$ cat config.mk
export PLATFORM = sky130hd
export DESIGN_NAME = fifo_kband_sc
export DESIGN_NICKNAME = d
export VERILOG_FILES = /design/src/rtl/fifo_kband_sc.sv
export SDC_FILE = /design/constraint.sdc
export NUM_CORES = 1
export LEC_CHECK = 0
export BUFFER_PORTS_ARGS = -buffer_cell sky130_fd_sc_hd__buf_4
export CAP_MARGIN = 0
export CORE_UTILIZATION = 60
export DETAILED_ROUTE_END_ITERATION = 8
export GPL_ROUTABILITY_DRIVEN = 0
export PLACE_DENSITY = 0.89
export SLEW_MARGIN = 10
export SYNTH_ARGS = -nofsm -noshare
export SYNTH_HDL_FRONTEND = slang
export SYNTH_SLANG_ARGS = --single-unit
$ cat constraint.sdc
create_clock -name clock -period 2.8 [get_ports clock]
set_input_delay 0.56 -clock clock [delete_from_list [all_inputs] [get_ports clock]]
set_output_delay 0.56 -clock clock [all_outputs]
set_load 0.1 [all_outputs]
$ cat src/rtl/fifo_kband_sc.sv
// Single-clock symbol FIFO feeding the K-band systolic array.
// Show-ahead or normal read mode, occupancy flags, flush, and sticky error flags.
module fifo_kband_sc #(
   parameter int unsigned DATA_WIDTH = 3,
   parameter int unsigned DEPTH_LOG2 = 4,
   parameter int unsigned SHOWAHEAD  = 1,
   parameter int unsigned AF_LEVEL   = (1 << DEPTH_LOG2) - 2,
   parameter int unsigned AE_LEVEL   = 2
) (
   input  logic                  clock,
   input  logic                  aclr,
   input  logic                  sclr,
   input  logic [DATA_WIDTH-1:0] data,
   input  logic                  wrreq,
   input  logic                  rdreq,
   output logic [DATA_WIDTH-1:0] q,
   output logic                  empty,
   output logic                  full,
   output logic [DEPTH_LOG2:0]   usedw,
   output logic                  almost_full,
   output logic                  almost_empty,
   output logic                  overflow,
   output logic                  underflow
);

   localparam int unsigned DEPTH = 1 << DEPTH_LOG2;
   localparam int unsigned UW    = DEPTH_LOG2 + 1;
   localparam int unsigned PW    = DEPTH_LOG2;

   logic [DATA_WIDTH-1:0] mem [DEPTH];

   logic [PW-1:0]         wr_ptr, rd_ptr;
   logic [PW-1:0]         wr_ptr_nxt, rd_ptr_nxt;
   logic [UW-1:0]         usedw_nxt, usedw_after_rd;
   logic [DATA_WIDTH-1:0] q_nxt;
   logic                  wr_acc, rd_acc;
   logic                  overflow_nxt, underflow_nxt;

   // Next-state computation; sclr overrides every request in its cycle.
   always_comb begin
      wr_acc         = wrreq & ~full;
      rd_acc         = rdreq & ~empty;
      wr_ptr_nxt     = wr_ptr;
      rd_ptr_nxt     = rd_ptr;
      usedw_nxt      = usedw;
      usedw_after_rd = usedw - UW'(rd_acc);
      q_nxt          = q;
      overflow_nxt   = overflow | (wrreq & full);
      underflow_nxt  = underflow | (rdreq & empty);

      if (wr_acc) wr_ptr_nxt = wr_ptr + PW'(1);
      if (rd_acc) rd_ptr_nxt = rd_ptr + PW'(1);

      if (wr_acc && !rd_acc)      usedw_nxt = usedw + UW'(1);
      else if (rd_acc && !wr_acc) usedw_nxt = usedw - UW'(1);

      if (SHOWAHEAD != 0) begin
         // New head is the incoming word only when nothing older survives this edge.
         if (usedw_nxt == '0)           q_nxt = '0;
         else if (usedw_after_rd == '0) q_nxt = data;
         else                           q_nxt = mem[rd_ptr_nxt];
      end else if (rd_acc) begin
         q_nxt = mem[rd_ptr];
      end

      if (sclr) begin
         wr_ptr_nxt    = '0;
         rd_ptr_nxt    = '0;
         usedw_nxt     = '0;
         q_nxt         = '0;
         overflow_nxt  = 1'b0;
         underflow_nxt = 1'b0;
      end
   end

   always_ff @(posedge clock or posedge aclr) begin
      if (aclr) begin
         wr_ptr       <= '0;
         rd_ptr       <= '0;
         usedw        <= '0;
         q            <= '0;
         empty        <= 1'b1;
         full         <= 1'b0;
         almost_full  <= 1'b0;
         almost_empty <= 1'b1;
         overflow     <= 1'b0;
         underflow    <= 1'b0;
      end else begin
         wr_ptr       <= wr_ptr_nxt;
         rd_ptr       <= rd_ptr_nxt;
         usedw        <= usedw_nxt;
         q            <= q_nxt;
         empty        <= (usedw_nxt == '0);
         full         <= (usedw_nxt == UW'(DEPTH));
         almost_full  <= (usedw_nxt >= UW'(AF_LEVEL));
         almost_empty <= (usedw_nxt <= UW'(AE_LEVEL));
         overflow     <= overflow_nxt;
         underflow    <= underflow_nxt;
      end
   end

   // Storage array is intentionally left without reset.
   always_ff @(posedge clock) begin
      if (wr_acc && !sclr && !aclr) mem[wr_ptr] <= data;
   end

endmodule

Yosys cells after proc, flatten, opt, wreduce, memory -nomap -nowiden
Memory sizes are Yosys's and may differ from the RTL's.
Index checks and enable logic that the tools add are counted.
{"block": "totals", "word_cells": 53, "output_inout_bits": 14, "memories": 1, "reg_bits": 22, "ram_bits": 48, "in_bits": 8}
{"block": "op_classes", "n_eq_ne": 1, "magnitude_cmp": 2, "n_reduce_logical": 12, "mux": 14, "add_sub_neg": 5, "bitwise_logic": 8}
{"name": "mem", "words": 16, "width": 3, "read_ports": 1, "rd_ports_with_merged_regs": 0, "wr": 1, "line_no": "30", "text": "logic [DATA_WIDTH-1:0] mem [DEPTH];"}
{"op": "4-bit two-way mux", "count": 4}
{"op": "5-bit zero test", "count": 3}
{"op": "5-bit two-way mux", "count": 3}
{"op": "3-bit two-way mux", "count": 3}
{"op": "4-bit by 1-bit adder with 4-bit output, second input constant", "count": 2}
{"op": "5-bit by 1-bit adder with 5-bit output, second input constant", "count": 1}
{"op": "5-bit equality test, second input constant", "count": 1}
{"op": "5-bit by 4-bit >= comparator with 1-bit output, second input constant", "count": 1}
{"op": "5-bit by 2-bit less-or-equal comparator with 1-bit output, second input constant", "count": 1}
{"op": "5-bit by 1-bit subtractor with 5-bit output", "count": 1}
{"op": "5-bit by 1-bit subtractor with 5-bit output, second input constant", "count": 1}
{"op": "1-bit bitwise AND", "count": 4}
{"op": "1-bit logical AND", "count": 4}
{"op": "1-bit zero test", "count": 4}
{"op": "1-bit two-way mux", "count": 4}
{"op": "1-bit inverter", "count": 2}
{"op": "1-bit OR", "count": 2}
{"op": "2-bit nonzero test", "count": 1}

Depth between registers and ports, before layout
Gate-level depths: netlist of the first run.
{"block": "depth", "ltp_word": 9, "ltp_mapped": 10}

Least setup slack after synthesis of the first run
Ideal clock, no wire load.
{"block": "synth_path", "path_kind": "reg-to-reg", "from": "register empty", "to": "register q[0]", "required_time_ns": 2.719, "setup_slack_ns": 0.254, "stages_incl_launch_ff": 10, "t_arrival_ns": 2.464, "setup_time_ns": 0.081, "path_cell_list": "dfstp_2 > nand2b_1 > buf_6 > inv_4 > buf_4 > ha_1 > nor4b_1 > and2_1 > or3_1 > a31oi_2"}
{"block": "synth_via", "elab_chain_len": 8}
{"item": "start, declared", "line_no": "17", "text": "output logic empty,"}
{"item": "start signal, assigned", "line_no": "93", "text": "empty <= (usedw_nxt == '0);"}
{"item": "1-bit inverter (*)", "line_no": "42", "text": "rd_acc = rdreq & ~empty;"}
{"item": "1-bit bitwise AND (*)", "line_no": "42"}
{"item": "parallel branches: the longest is 4 deep, another holds 5-bit by 1-bit subtractor with 5-bit output"}
{"item": "3-bit two-way mux (*)", "line_no": "59", "text": "if (usedw_nxt == '0) q_nxt = '0;"}
{"item": "3-bit two-way mux (*)", "line_no": "66", "text": "if (sclr) begin"}
{"item": "named net q_nxt[0]", "line_no": "35", "text": "logic [DATA_WIDTH-1:0] q_nxt;"}
{"item": "end signal, assigned", "line_no": "92", "text": "q <= q_nxt;"}
{"item": "end, declared", "line_no": "16", "text": "output logic [DATA_WIDTH-1:0] q,"}
Mark *: on every way through the listed nets, which the timed path passes.
A chain may end at the register's enable or synchronous reset.

Worst setup path after layout of the first run
{"block": "layout_path", "from": "register rd_ptr[0]", "to": "register q[1]"}
{"block": "layout_via", "elab_chain_len": 6}
{"item": "start, declared", "line_no": "32", "text": "logic [PW-1:0] wr_ptr, rd_ptr;"}
{"item": "start signal, assigned", "line_no": "90", "text": "rd_ptr <= rd_ptr_nxt;"}
{"item": "4-bit by 1-bit adder with 4-bit output", "line_no": "52", "text": "if (rd_acc) rd_ptr_nxt = rd_ptr + PW'(1);"}
{"item": "4-bit two-way mux (*)", "line_no": "52"}
{"item": "memory read 16 x 3 bit (*)"}
{"item": "3-bit two-way mux (*)", "line_no": "60", "text": "else if (usedw_after_rd == '0) q_nxt = data;"}
{"item": "3-bit two-way mux (*)", "line_no": "59"}
{"item": "3-bit two-way mux (*)", "line_no": "66"}
{"item": "named net q_nxt[1]", "line_no": "35"}
The timed path passes the listed nets; every way through them passes the cells marked *.

==> results.json, run 1 <==
{
  "mux_cell_area_share_after_synthesis": 0.1524,
  "synth.ff_latch_count": 70,
  "p_per_area_nw_per_um2": 652.4,
  "holdBufCountCts": 0,
  "number_of_synthesized_flops_with_an_enable_pin": 48,
  "synth_seq_area_share": 0.5485,
  "post_synthesis_simple_gate_area_fraction": 0.1211,
  "ctsRootBufferMaster": "sky130_fd_sc_hd__clkbuf_8",
  "worst_hold_path_type": "input pin to async pin",
  "critPathArrivalTime_ps": 2480,
  "post_route_cells_drive_above_1_share": 0.2167,
  "slew-limit-headroom": 0.4487,
  "timing.critical_path.to_type": "flip-flop",
  "finalHoldViolations": 0,
  "syn-num-nets": 290,
  "synth_adder_area_share": 0.02753,
  "boundaryPins": 22,
  "first_global_vias": 2305,
  "slew_worst_pin_ps": 826.1,
  "drt-vias-per-instance": 6.398,
  "ctsHtreeMaxLevel": 3,
  "crit_required_ps": 3020,
  "fin_util": 0.6971,
  "antenna_cells": 0,
  "detailed_place.area_sq_um": 3799,
  "setup_ws_ps": 544.8,
  "share_of_the_synthesized_area_in_compound_gates_ao_oa_aoi_oai": 0.07811,
  "initialDrtViolationCount": 306,
  "die_w_um": 79.85,
  "hold-worst-slack_ps": 375.9,
  "ys_dominant_reg_cell": "sky130_fd_sc_hd__edfxtp_1",
  "syn_avg_cell_area_sq_um": 13.27,
  "tritoncts_num_sinks": 70,
  "routed_wl_um": 7156,
  "run_status": "finished, final reports clean",
  "firstDrtPassIters": 4,
  "core_area_sq_um": 5675,
  "min_period_over_period": 0.8054,
  "placement.setup.worst_slack_ps": 491.8,
  "setup_tns_ps": 0,
  "maximum_number_of_pins_on_one_net_before_global_route_repair": 37,
  "wire_per_inst_um": 19.24,
  "die_y_um": 79.85,
  "critPathKind": "flip-flop to flip-flop",
  "antenna_violations_before_repair": 0,
  "die_footprint_sq_um": 6375,
  "commonest_cells_after_routing_fill_and_taps_aside": "sky130_fd_sc_hd__edfxtp_1 (48), sky130_fd_sc_hd__nor2_1 (33), sky130_fd_sc_hd__buf_4 (25), sky130_fd_sc_hd__mux2i_1 (22), sky130_fd_sc_hd__dfrtp_1 (19)",
  "hpwl_um": 5042,
  "static-leakage-power_nw": 1.460,
  "synth_top_family_by_area": "multiplexers",
  "grt_overflow_total": 0,
  "placement.io_buffers": 21,
  "routed-via-count": 2380,
  "p_total_mw": 2.581,
  "asyncSetResetFlopFracSynth": 0.3143,
  "mostFrequentLayoutCell": "sky130_fd_sc_hd__edfxtp_1",
  "initial_utilization": 0.6407,
  "layoutNonFillerInstCount": 372,
  "drcViolationCount": 0,
  "final_area_sq_um": 3956,
  "tritoncts.num_buffers": 9,
  "max_slew_violations": 0,
  "clk_pin_slew_worst_paths_ps": 80,
  "placedCellCount": 356,
  "rows": 27,
  "synthXorXnorAreaFrac": 0.03131,
  "fin_worst_skew_ps": 13.08,
  "clock_tree_from_tritoncts": "yes",
  "post_cts_resized": 0,
  "cts_buffer_depth": 2,
  "ant_nets": 0,
  "synthesis.area_sq_um": 3636,
  "cts_setup_buffers": 0,
  "cp-start-kind": "flip-flop",
  "setup_viol": 0,
  "fin_crit_ps": 2255,
  "drv_cap": 0,
  "post_synth_num_cell_types": 57,
  "clkLatencyLatePin_ps": 350,
  "num-nets-final": 311,
  "postSynthCellCount": 274,
  "grt_first_pass_wirelength_um": 11420,
  "achievable-frequency_mhz": 443.4,
  "ys_warn_count": 0,
  "rsz0062_at_grt": "no",
  "vdd_drop_max_uv": 465.8,
  "track_usage": 0.2524,
  "path_max_fanout": 8,
  "area_delta_synth_final_pct": 8.809
}
sequential cells by signal (all words and copies together) (netlist names):
| signal | cells |
|---|---|
| mem | 48 |
| usedw | 5 |
| rd_ptr | 4 |
| wr_ptr | 4 |
| q | 3 |
| almost_empty | 1 |
| almost_full | 1 |
| empty | 1 |
| full | 1 |
| overflow | 1 |
| underflow | 1 |
final cells by class:
type	instances	area, sq um
Multi-Input combinational cell	181	1493
Clock inverter	5	26.28
Sequential cell	70	1996
Inverter	8	32.53
Fill cell	386	1719
Clock buffer	11	131.4
Timing Repair Buffer	25	187.7
Tap cell	72	90.09
routing by layer:
layer,global-route usage,vias up,share of wire
li1,-,1079,-
met1,0.3393,1187,0.43
met2,0.3966,101,0.48
met3,0.04571,13,0.068
met4,0.1250,0,0.019
met5,0,-,0
worst max-delay path, stage by stage, from the launching register on:
cell and delay (ps):
sky130_fd_sc_hd__dfrtp_2 410, sky130_fd_sc_hd__ha_1 300, sky130_fd_sc_hd__buf_4 190, sky130_fd_sc_hd__nor2_1 380, sky130_fd_sc_hd__a22oi_1 170, sky130_fd_sc_hd__and3_1 230
sky130_fd_sc_hd__nor4_1 330, sky130_fd_sc_hd__nor3_1 100
Yosys cell counts (2+ instances only):
| cell type | n | area, sq um |
|---|---|---|
| sky130_fd_sc_hd__a221oi_1 | 2 | 17.52 |
| sky130_fd_sc_hd__buf_1 | 2 | 7.510 |
| sky130_fd_sc_hd__clkbuf_1 | 3 | 11.26 |
| sky130_fd_sc_hd__and2_1 | 2 | 12.51 |
| sky130_fd_sc_hd__buf_4 | 3 | 22.52 |
| sky130_fd_sc_hd__a32oi_1 | 3 | 26.28 |
| sky130_fd_sc_hd__mux2i_1 | 22 | 220.2 |
| sky130_fd_sc_hd__edfxtp_1 | 48 | 1441 |
| sky130_fd_sc_hd__nand3b_1 | 3 | 22.52 |
| sky130_fd_sc_hd__xor2_1 | 3 | 26.28 |
| sky130_fd_sc_hd__nor3_1 | 8 | 40.04 |
| sky130_fd_sc_hd__o211ai_1 | 2 | 15.01 |
| sky130_fd_sc_hd__dfstp_2 | 2 | 52.55 |
| sky130_fd_sc_hd__a21oi_1 | 8 | 40.04 |
| sky130_fd_sc_hd__mux4_1 | 2 | 52.55 |
| sky130_fd_sc_hd__xnor2_1 | 5 | 43.79 |
| sky130_fd_sc_hd__nor2_1 | 33 | 123.9 |
| sky130_fd_sc_hd__o21ai_0 | 2 | 10.01 |
| sky130_fd_sc_hd__and3_1 | 7 | 43.79 |
| sky130_fd_sc_hd__nand2b_1 | 5 | 31.28 |
| sky130_fd_sc_hd__dfrtp_1 | 20 | 500.5 |
| sky130_fd_sc_hd__or3_1 | 3 | 18.77 |
| sky130_fd_sc_hd__inv_1 | 7 | 26.28 |
| sky130_fd_sc_hd__ha_1 | 8 | 100.1 |
| sky130_fd_sc_hd__mux4_2 | 12 | 270.3 |
| sky130_fd_sc_hd__buf_6 | 4 | 45.04 |
| sky130_fd_sc_hd__a31oi_1 | 2 | 12.51 |
| sky130_fd_sc_hd__nand3_1 | 2 | 10.01 |
| sky130_fd_sc_hd__nand2_1 | 18 | 67.56 |
| sky130_fd_sc_hd__a22oi_1 | 3 | 22.52 |
| sky130_fd_sc_hd__a31o_2 | 2 | 17.52 |
| sky130_fd_sc_hd__a32o_1 | 3 | 30.03 |
power breakdown:
group          leakage, nW  switching, mW  internal, mW
combinational        0.657          0.490         0.230
clock               0.0805          0.359         0.314
sequential           0.723         0.0356          1.15
cells by family after synthesis:
logic type               Yosys count
multiplexers                      37
XOR/XNOR                          10
adder cells (fa/ha/maj)            8
AO/OA/AOI/OAI                     37
AND/OR/NAND/NOR                   89
flip-flops                        70
buffers and inverters             23
worst paths after layout:
path	startpoint	endpoint	slack, ps	cells past startpoint
max	rd_ptr[0]	q[1]	540	7
min	aclr	wr_ptr[3]	380	2
max reg2reg	rd_ptr[0]	q[1]	540	7
min reg2reg	underflow	underflow	510	2
max in group asynchronous	aclr	rd_ptr[0]	1850	2
min in group clock	wrreq	overflow	460	3
Power figures use the tool's default switching activity.
==> inputs of run 2 (changes only) <==
--- a/config.mk
+++ b/config.mk
@@ -5,6 +5,7 @@
 export SDC_FILE = /design/constraint.sdc
 export NUM_CORES = 1
 export LEC_CHECK = 0
+export ABC_AREA = 1
 export BUFFER_PORTS_ARGS = -buffer_cell sky130_fd_sc_hd__buf_4
 export CAP_MARGIN = 0
 export CORE_UTILIZATION = 60
==> constraint.sdc (replaced) <==
create_clock -name clock -period 2.4 [get_ports clock]
set_input_delay 0.48 -clock clock [delete_from_list [all_inputs] [get_ports clock]]
set_output_delay 0.48 -clock clock [all_outputs]
set_load 0.1 [all_outputs]
==> results.json, run 2 <==
{
  "number_of_synthesized_flops_with_an_enable_pin": 48,
  "ctsRootBufferMaster": "sky130_fd_sc_hd__clkbuf_8",
  "fin_worst_skew_ps": 8.432,
  "postSynthCellCount": 324,
  "crit_path_launch": "empty",
  "ys_warn_count": 0,
  "clock_tree_from_tritoncts": "yes",
  "track_usage": 0.2888,
  "grt_first_pass_wirelength_um": 11320,
  "synth.largest_area_cell": "sky130_fd_sc_hd__edfxtp_1",
  "setup_viol": 0,
  "rsz0062_at_grt": "no",
  "post_synth_num_cell_types": 30,
  "ant_nets": 0,
  "commonest_cells_after_routing_fill_and_taps_aside": "sky130_fd_sc_hd__nand3_1 (74), sky130_fd_sc_hd__nand2_1 (64), sky130_fd_sc_hd__edfxtp_1 (48), sky130_fd_sc_hd__nor2_1 (35), sky130_fd_sc_hd__buf_4 (24)",
  "mostFrequentLayoutCell": "sky130_fd_sc_hd__nand3_1",
  "synth.area.top_cells": "sky130_fd_sc_hd__edfxtp_1 (44%), sky130_fd_sc_hd__dfrtp_1 (15%), sky130_fd_sc_hd__nand3_1 (11%)",
  "syn_avg_cell_area_sq_um": 10.05,
  "area_delta_synth_final_pct": 13.48,
  "critPathArrivalTime_ps": 2260,
  "tritoncts.num_buffers": 9,
  "setup_tns_ps": 0,
  "p_per_area_nw_per_um2": 1125,
  "rows": 26,
  "initial_utilization": 0.6297,
  "synth.top_cell.area_share": 0.4426,
  "tritoncts_num_sinks": 70,
  "cts_setup_buffers": 0,
  "max_slew_violations": 0,
  "path_max_fanout": 25,
  "ctsHtreeMaxLevel": 3,
  "placement.setup.worst_slack_ps": 411.6,
  "synth.ff_latch_count": 70,
  "grt_overflow_total": 0,
  "die_y_um": 75.68,
  "die_w_um": 75.68,
  "vdd_drop_max_uv": 657.5,
  "asyncSetResetFlopFracSynth": 0.3143,
  "placement.io_buffers": 21,
  "post_route_cells_drive_above_1_share": 0.1268,
  "initialDrtViolationCount": 286,
  "max_flop_register": "mem",
  "timing.critical_path.to_type": "flip-flop",
  "cts_buffer_depth": 2,
  "drv_cap": 0,
  "maximum_number_of_pins_on_one_net_before_global_route_repair": 26,
  "antenna_cells": 0,
  "slew-limit-headroom": 0.4380,
  "slew_worst_pin_ps": 842.1,
  "first_global_vias": 2281,
  "cp-start-kind": "flip-flop",
  "hpwl_um": 4815,
  "drcViolationCount": 0,
  "min_period_over_period": 0.8302,
  "clk_pin_slew_worst_paths_ps": 70,
  "fin_crit_ps": 1993,
  "post_cts_resized": 0,
  "largest_reg_flops": 48,
  "antenna_violations_before_repair": 0,
  "setup_ws_ps": 407.5,
  "ff_to_ff_path_depth": 10,
  "die_footprint_sq_um": 5727,
  "holdBufCountCts": 0,
  "routed-via-count": 2460,
  "boundaryPins": 22,
  "drt-vias-per-instance": 5.788,
  "num-nets-final": 366,
  "routed_wl_um": 7238,
  "synth_seq_area_share": 0.6124,
  "synthesis.area_sq_um": 3257,
  "firstDrtPassIters": 5,
  "clkLatencyLatePin_ps": 350,
  "finalHoldViolations": 0,
  "final.fill_count": 344,
  "synth.cells.most_frequent": "sky130_fd_sc_hd__nand3_1 (74), sky130_fd_sc_hd__nand2_1 (64), sky130_fd_sc_hd__edfxtp_1 (48), sky130_fd_sc_hd__nor2_1 (35), sky130_fd_sc_hd__inv_1 (22)",
  "crit_required_ps": 2670,
  "worst_hold_path_type": "input pin to async pin",
  "run_status": "finished, final reports clean",
  "r2r_start": "empty",
  "static-leakage-power_nw": 1.548,
  "critPathKind": "flip-flop to flip-flop",
  "achievable-frequency_mhz": 501.9,
  "yosys.cell_count.top_type": "sky130_fd_sc_hd__nand3_1",
  "syn-num-nets": 340,
  "largestRegisters": "mem: 48 flops, usedw: 5 flops",
  "wire_per_inst_um": 17.03,
  "ys_dominant_reg_cell": "sky130_fd_sc_hd__edfxtp_1",
  "core_area_sq_um": 5172
}
-- run 2: cell type report --
class,count,area (sq um),area share
clock buffer,11,131.4,0.03555
timing repair buffer,24,180.2,0.04875
inverter,23,86.33,0.02336
clock inverter,5,97.59,0.02640
multi-input combinational,222,1119,0.3026
tap,70,87.58,0.02370
sequential,70,1994,0.5396
-- run 2: cell families (layout without fill, tap and decap cells) --
family | count (synthesis) | in the layout | share of synthesized area
simple gates | 187 | 187 | 0.2609
flops | 70 | 70 | 0.6124
buf+inv | 32 | 63 | 0.04418
compound gates | 20 | 20 | 0.03304
fa+ha+maj | 8 | 8 | 0.03073
xor+xnor | 7 | 7 | 0.01882
-- run 2: worst max-delay path: stages, from the launching register on --
cell,delay [ps]
sky130_fd_sc_hd__dfstp_2,590
sky130_fd_sc_hd__inv_2,60
sky130_fd_sc_hd__nand2_2,120
sky130_fd_sc_hd__nand2_4,200
sky130_fd_sc_hd__nand2_4,300
sky130_fd_sc_hd__nand2_1,90
sky130_fd_sc_hd__nand3_1,100
sky130_fd_sc_hd__nand3_1,100
sky130_fd_sc_hd__nand3_1,120
sky130_fd_sc_hd__nand2_1,70
sky130_fd_sc_hd__a21oi_1,140
-- run 2: routing by layer --
metal,wire length [um],part of all wire,GRT usage
met4,143,0.020,0.1399
met2,3596,0.50,0.4395
met1,2814,0.39,0.3825
met5,0,0,0
met3,684,0.095,0.08862
-- run 2: path summary, 6_finish.rpt --
check | end | slack (ps)
setup / recovery | q[2] | 410
hold / removal | rd_ptr[2] | 320
setup reg to reg | q[2] | 410
hold reg to reg | underflow | 510
max in group asynchronous | underflow | 1560
min in group clock | rd_ptr[2] | 390
-- run 2: report_power, final --
part	leakage, nW	switching (mW)	total [mW]	internal (mW)
combinational	0.714	1.19	1.59	0.397
clock	0.113	0.411	1.09	0.684
sequential	0.722	0.0823	1.47	1.39
-- run 2: metrics by stage --
stage / cell area [sq um] / total power [mW] / std cells / hold WS (ps) / utilization
after detailed placement: 3467 / 3.053 / 409 / 487.2 / 0.6703
after global routing: 3696 / 4.357 / 425 / 372.3 / 0.7146
final: 3696 / 4.160 / 425 / 316.7 / 0.7146
after floorplan: 3257 / 2.726 / 324 / 467.7 / -
after CTS: 3696 / 4.145 / 425 / 343.3 / 0.7146
after global placement: 3467 / 3.012 / 409 / 480.4 / 0.6703
==> inputs of run 3 (changes only) <==
--- a/config.mk
+++ b/config.mk
@@ -5,7 +5,7 @@
 export SDC_FILE = /design/constraint.sdc
 export NUM_CORES = 1
 export LEC_CHECK = 0
-export ABC_AREA = 1
+export ABC_AREA = 0
 export BUFFER_PORTS_ARGS = -buffer_cell sky130_fd_sc_hd__buf_4
 export CAP_MARGIN = 0
 export CORE_UTILIZATION = 60
==> constraint.sdc (replaced) <==
create_clock -name clock -period 2 [get_ports clock]
set_input_delay 0.4 -clock clock [delete_from_list [all_inputs] [get_ports clock]]
set_output_delay 0.4 -clock clock [all_outputs]
set_load 0.1 [all_outputs]
==> results.json, run 3 (synthesized netlist as in run 1, its figures left out) <==
{
  "run_status": "finished with violations",
  "static-leakage-power_nw": 1.684,
  "crit_required_ps": 2280,
  "cp-start-kind": "flip-flop",
  "tritoncts_num_sinks": 70,
  "clkLatencyLatePin_ps": 350,
  "holdBufCountCts": 0,
  "die_footprint_sq_um": 6375,
  "mostFrequentLayoutCell": "sky130_fd_sc_hd__buf_4",
  "ctsHtreeMaxLevel": 3,
  "rsz0062_at_grt": "yes",
  "ant_nets": 0,
  "routed_wl_um": 8926,
  "antenna_violations_before_repair": 0,
  "vdd_drop_max_uv": 646.2,
  "cts_buffer_depth": 2,
  "tritoncts.num_buffers": 9,
  "routed-via-count": 2622,
  "timing.critical_path.to_type": "flip-flop",
  "largest_reg_flops": 48,
  "first_global_vias": 2413,
  "hpwl_um": 5209,
  "fin_worst_skew_ps": 9.498,
  "fin_crit_ps": 2089,
  "achievable-frequency_mhz": 478.7,
  "grt_overflow_total": 0,
  "critPathKind": "flip-flop to flip-flop",
  "track_usage": 0.2853,
  "p_per_area_nw_per_um2": 963.2,
  "slew_worst_pin_ps": 432.3,
  "firstDrtPassIters": 5,
  "initial_utilization": 0.6407,
  "rows": 27,
  "placement.io_buffers": 21,
  "detailed_place.area_sq_um": 3979,
  "commonest_cells_after_routing_fill_and_taps_aside": "sky130_fd_sc_hd__buf_4 (52), sky130_fd_sc_hd__edfxtp_1 (48), sky130_fd_sc_hd__nor2_1 (29), sky130_fd_sc_hd__mux2i_1 (22)",
  "maximum_number_of_pins_on_one_net_before_global_route_repair": 28,
  "boundaryPins": 22,
  "die_w_um": 79.85,
  "largestRegisters": "mem: 48 flops, usedw: 5 flops",
  "worst_hold_path_type": "input pin to async pin",
  "placement.setup.worst_slack_ps": -150.3,
  "drcViolationCount": 0,
  "die_y_um": 79.85,
  "setup_viol": 5,
  "core_area_sq_um": 5675,
  "grt_first_pass_wirelength_um": 12880,
  "path_max_fanout": 6,
  "wire_per_inst_um": 22.20,
  "violations_in_the_final_reports": "negative setup slack",
  "min_period_over_period": 1.044,
  "drt-vias-per-instance": 6.522,
  "max_slew_violations": 0,
  "clk_pin_slew_worst_paths_ps": 80,
  "max_flop_register": "mem",
  "clock_tree_from_tritoncts": "yes",
  "antenna_cells": 0,
  "area_delta_synth_final_pct": 23.06,
  "critPathArrivalTime_ps": 2360,
  "num-nets-final": 341,
  "drv_cap": 0,
  "initialDrtViolationCount": 273,
  "setup_ws_ps": -88.94,
  "slew-limit-headroom": 0.7108,
  "post_route_cells_drive_above_1_share": 0.3848,
  "ctsRootBufferMaster": "sky130_fd_sc_hd__clkbuf_8",
  "final_area_sq_um": 4474,
  "finalHoldViolations": 0
}
[run 3: power breakdown]
part | internal (mW) | total, mW | switching [mW]
Combinational | 0.484 | 1.29 | 0.808
Sequential | 1.62 | 1.67 | 0.0518
Clock | 0.826 | 1.35 | 0.523
Total | 2.93 | 4.31 | 1.38
[run 3: worst paths after layout]
check | start | slack, ps | cells past startpoint | end
worst max-delay path | empty | -90 | 6 | q[0]
worst min-delay path | aclr | 100 | 3 | usedw[2]
worst max register to register | empty | -90 | 6 | q[0]
worst min register to register | underflow | 500 | 2 | underflow
max in group asynchronous | aclr | 1620 | 3 | almost_empty
min in group clock | wrreq | 300 | 3 | overflow
[run 3: critical path: stages (launching register included)]
cell	delay, ps
sky130_fd_sc_hd__dfstp_4	620
sky130_fd_sc_hd__buf_4	120
sky130_fd_sc_hd__and3b_2	250
sky130_fd_sc_hd__a32oi_1	260
sky130_fd_sc_hd__a31oi_1	150
sky130_fd_sc_hd__or3_1	440
sky130_fd_sc_hd__a31oi_2	160
[run 3: cell type report]
type | instances | area, sq um
clock buffers | 10 | 127.6
clock inverters | 6 | 110.1
fillers | 289 | 1201
inverters | 8 | 37.54
multi-input cells | 181 | 1669
flip-flops and latches | 70 | 2003
well taps | 72 | 90.09
repair buffers | 54 | 430.4
repair inverters | 1 | 6.256
[run 3: per-layer routing]
layer	routed length [um]	GRT usage	vias up
met5	0	0	-
met4	242	0.1304	0
li1	-	-	1137
met2	4354	0.4427	154
met3	670	0.05714	30
met1	3659	0.3906	1301
[run 3: stage by stage]
stage | util | power [mW] | hold WS, ps | setup TNS [ps] | std cells
finish | 0.7884 | 4.309 | 99.58 | -215.4 | 402
detailed placement | 0.7011 | 2.776 | 468.9 | -379.4 | 372
global placement | 0.7011 | 2.757 | 461.6 | -262.4 | 372
global route | 0.7884 | 4.434 | 128.7 | -701.5 | 402
floorplan | - | 2.557 | 387.5 | -883.2 | 274
CTS | 0.7586 | 4.168 | 94.26 | -136.8 | 394
[run 3: timing repair]
item | in CTS | in global routing
pin swaps | 2 | 15
setup endpoints to repair | 4 | 12
gates resized for setup | 10 | 24
buffers inserted | 5 | 8
cloned | 1 | 0
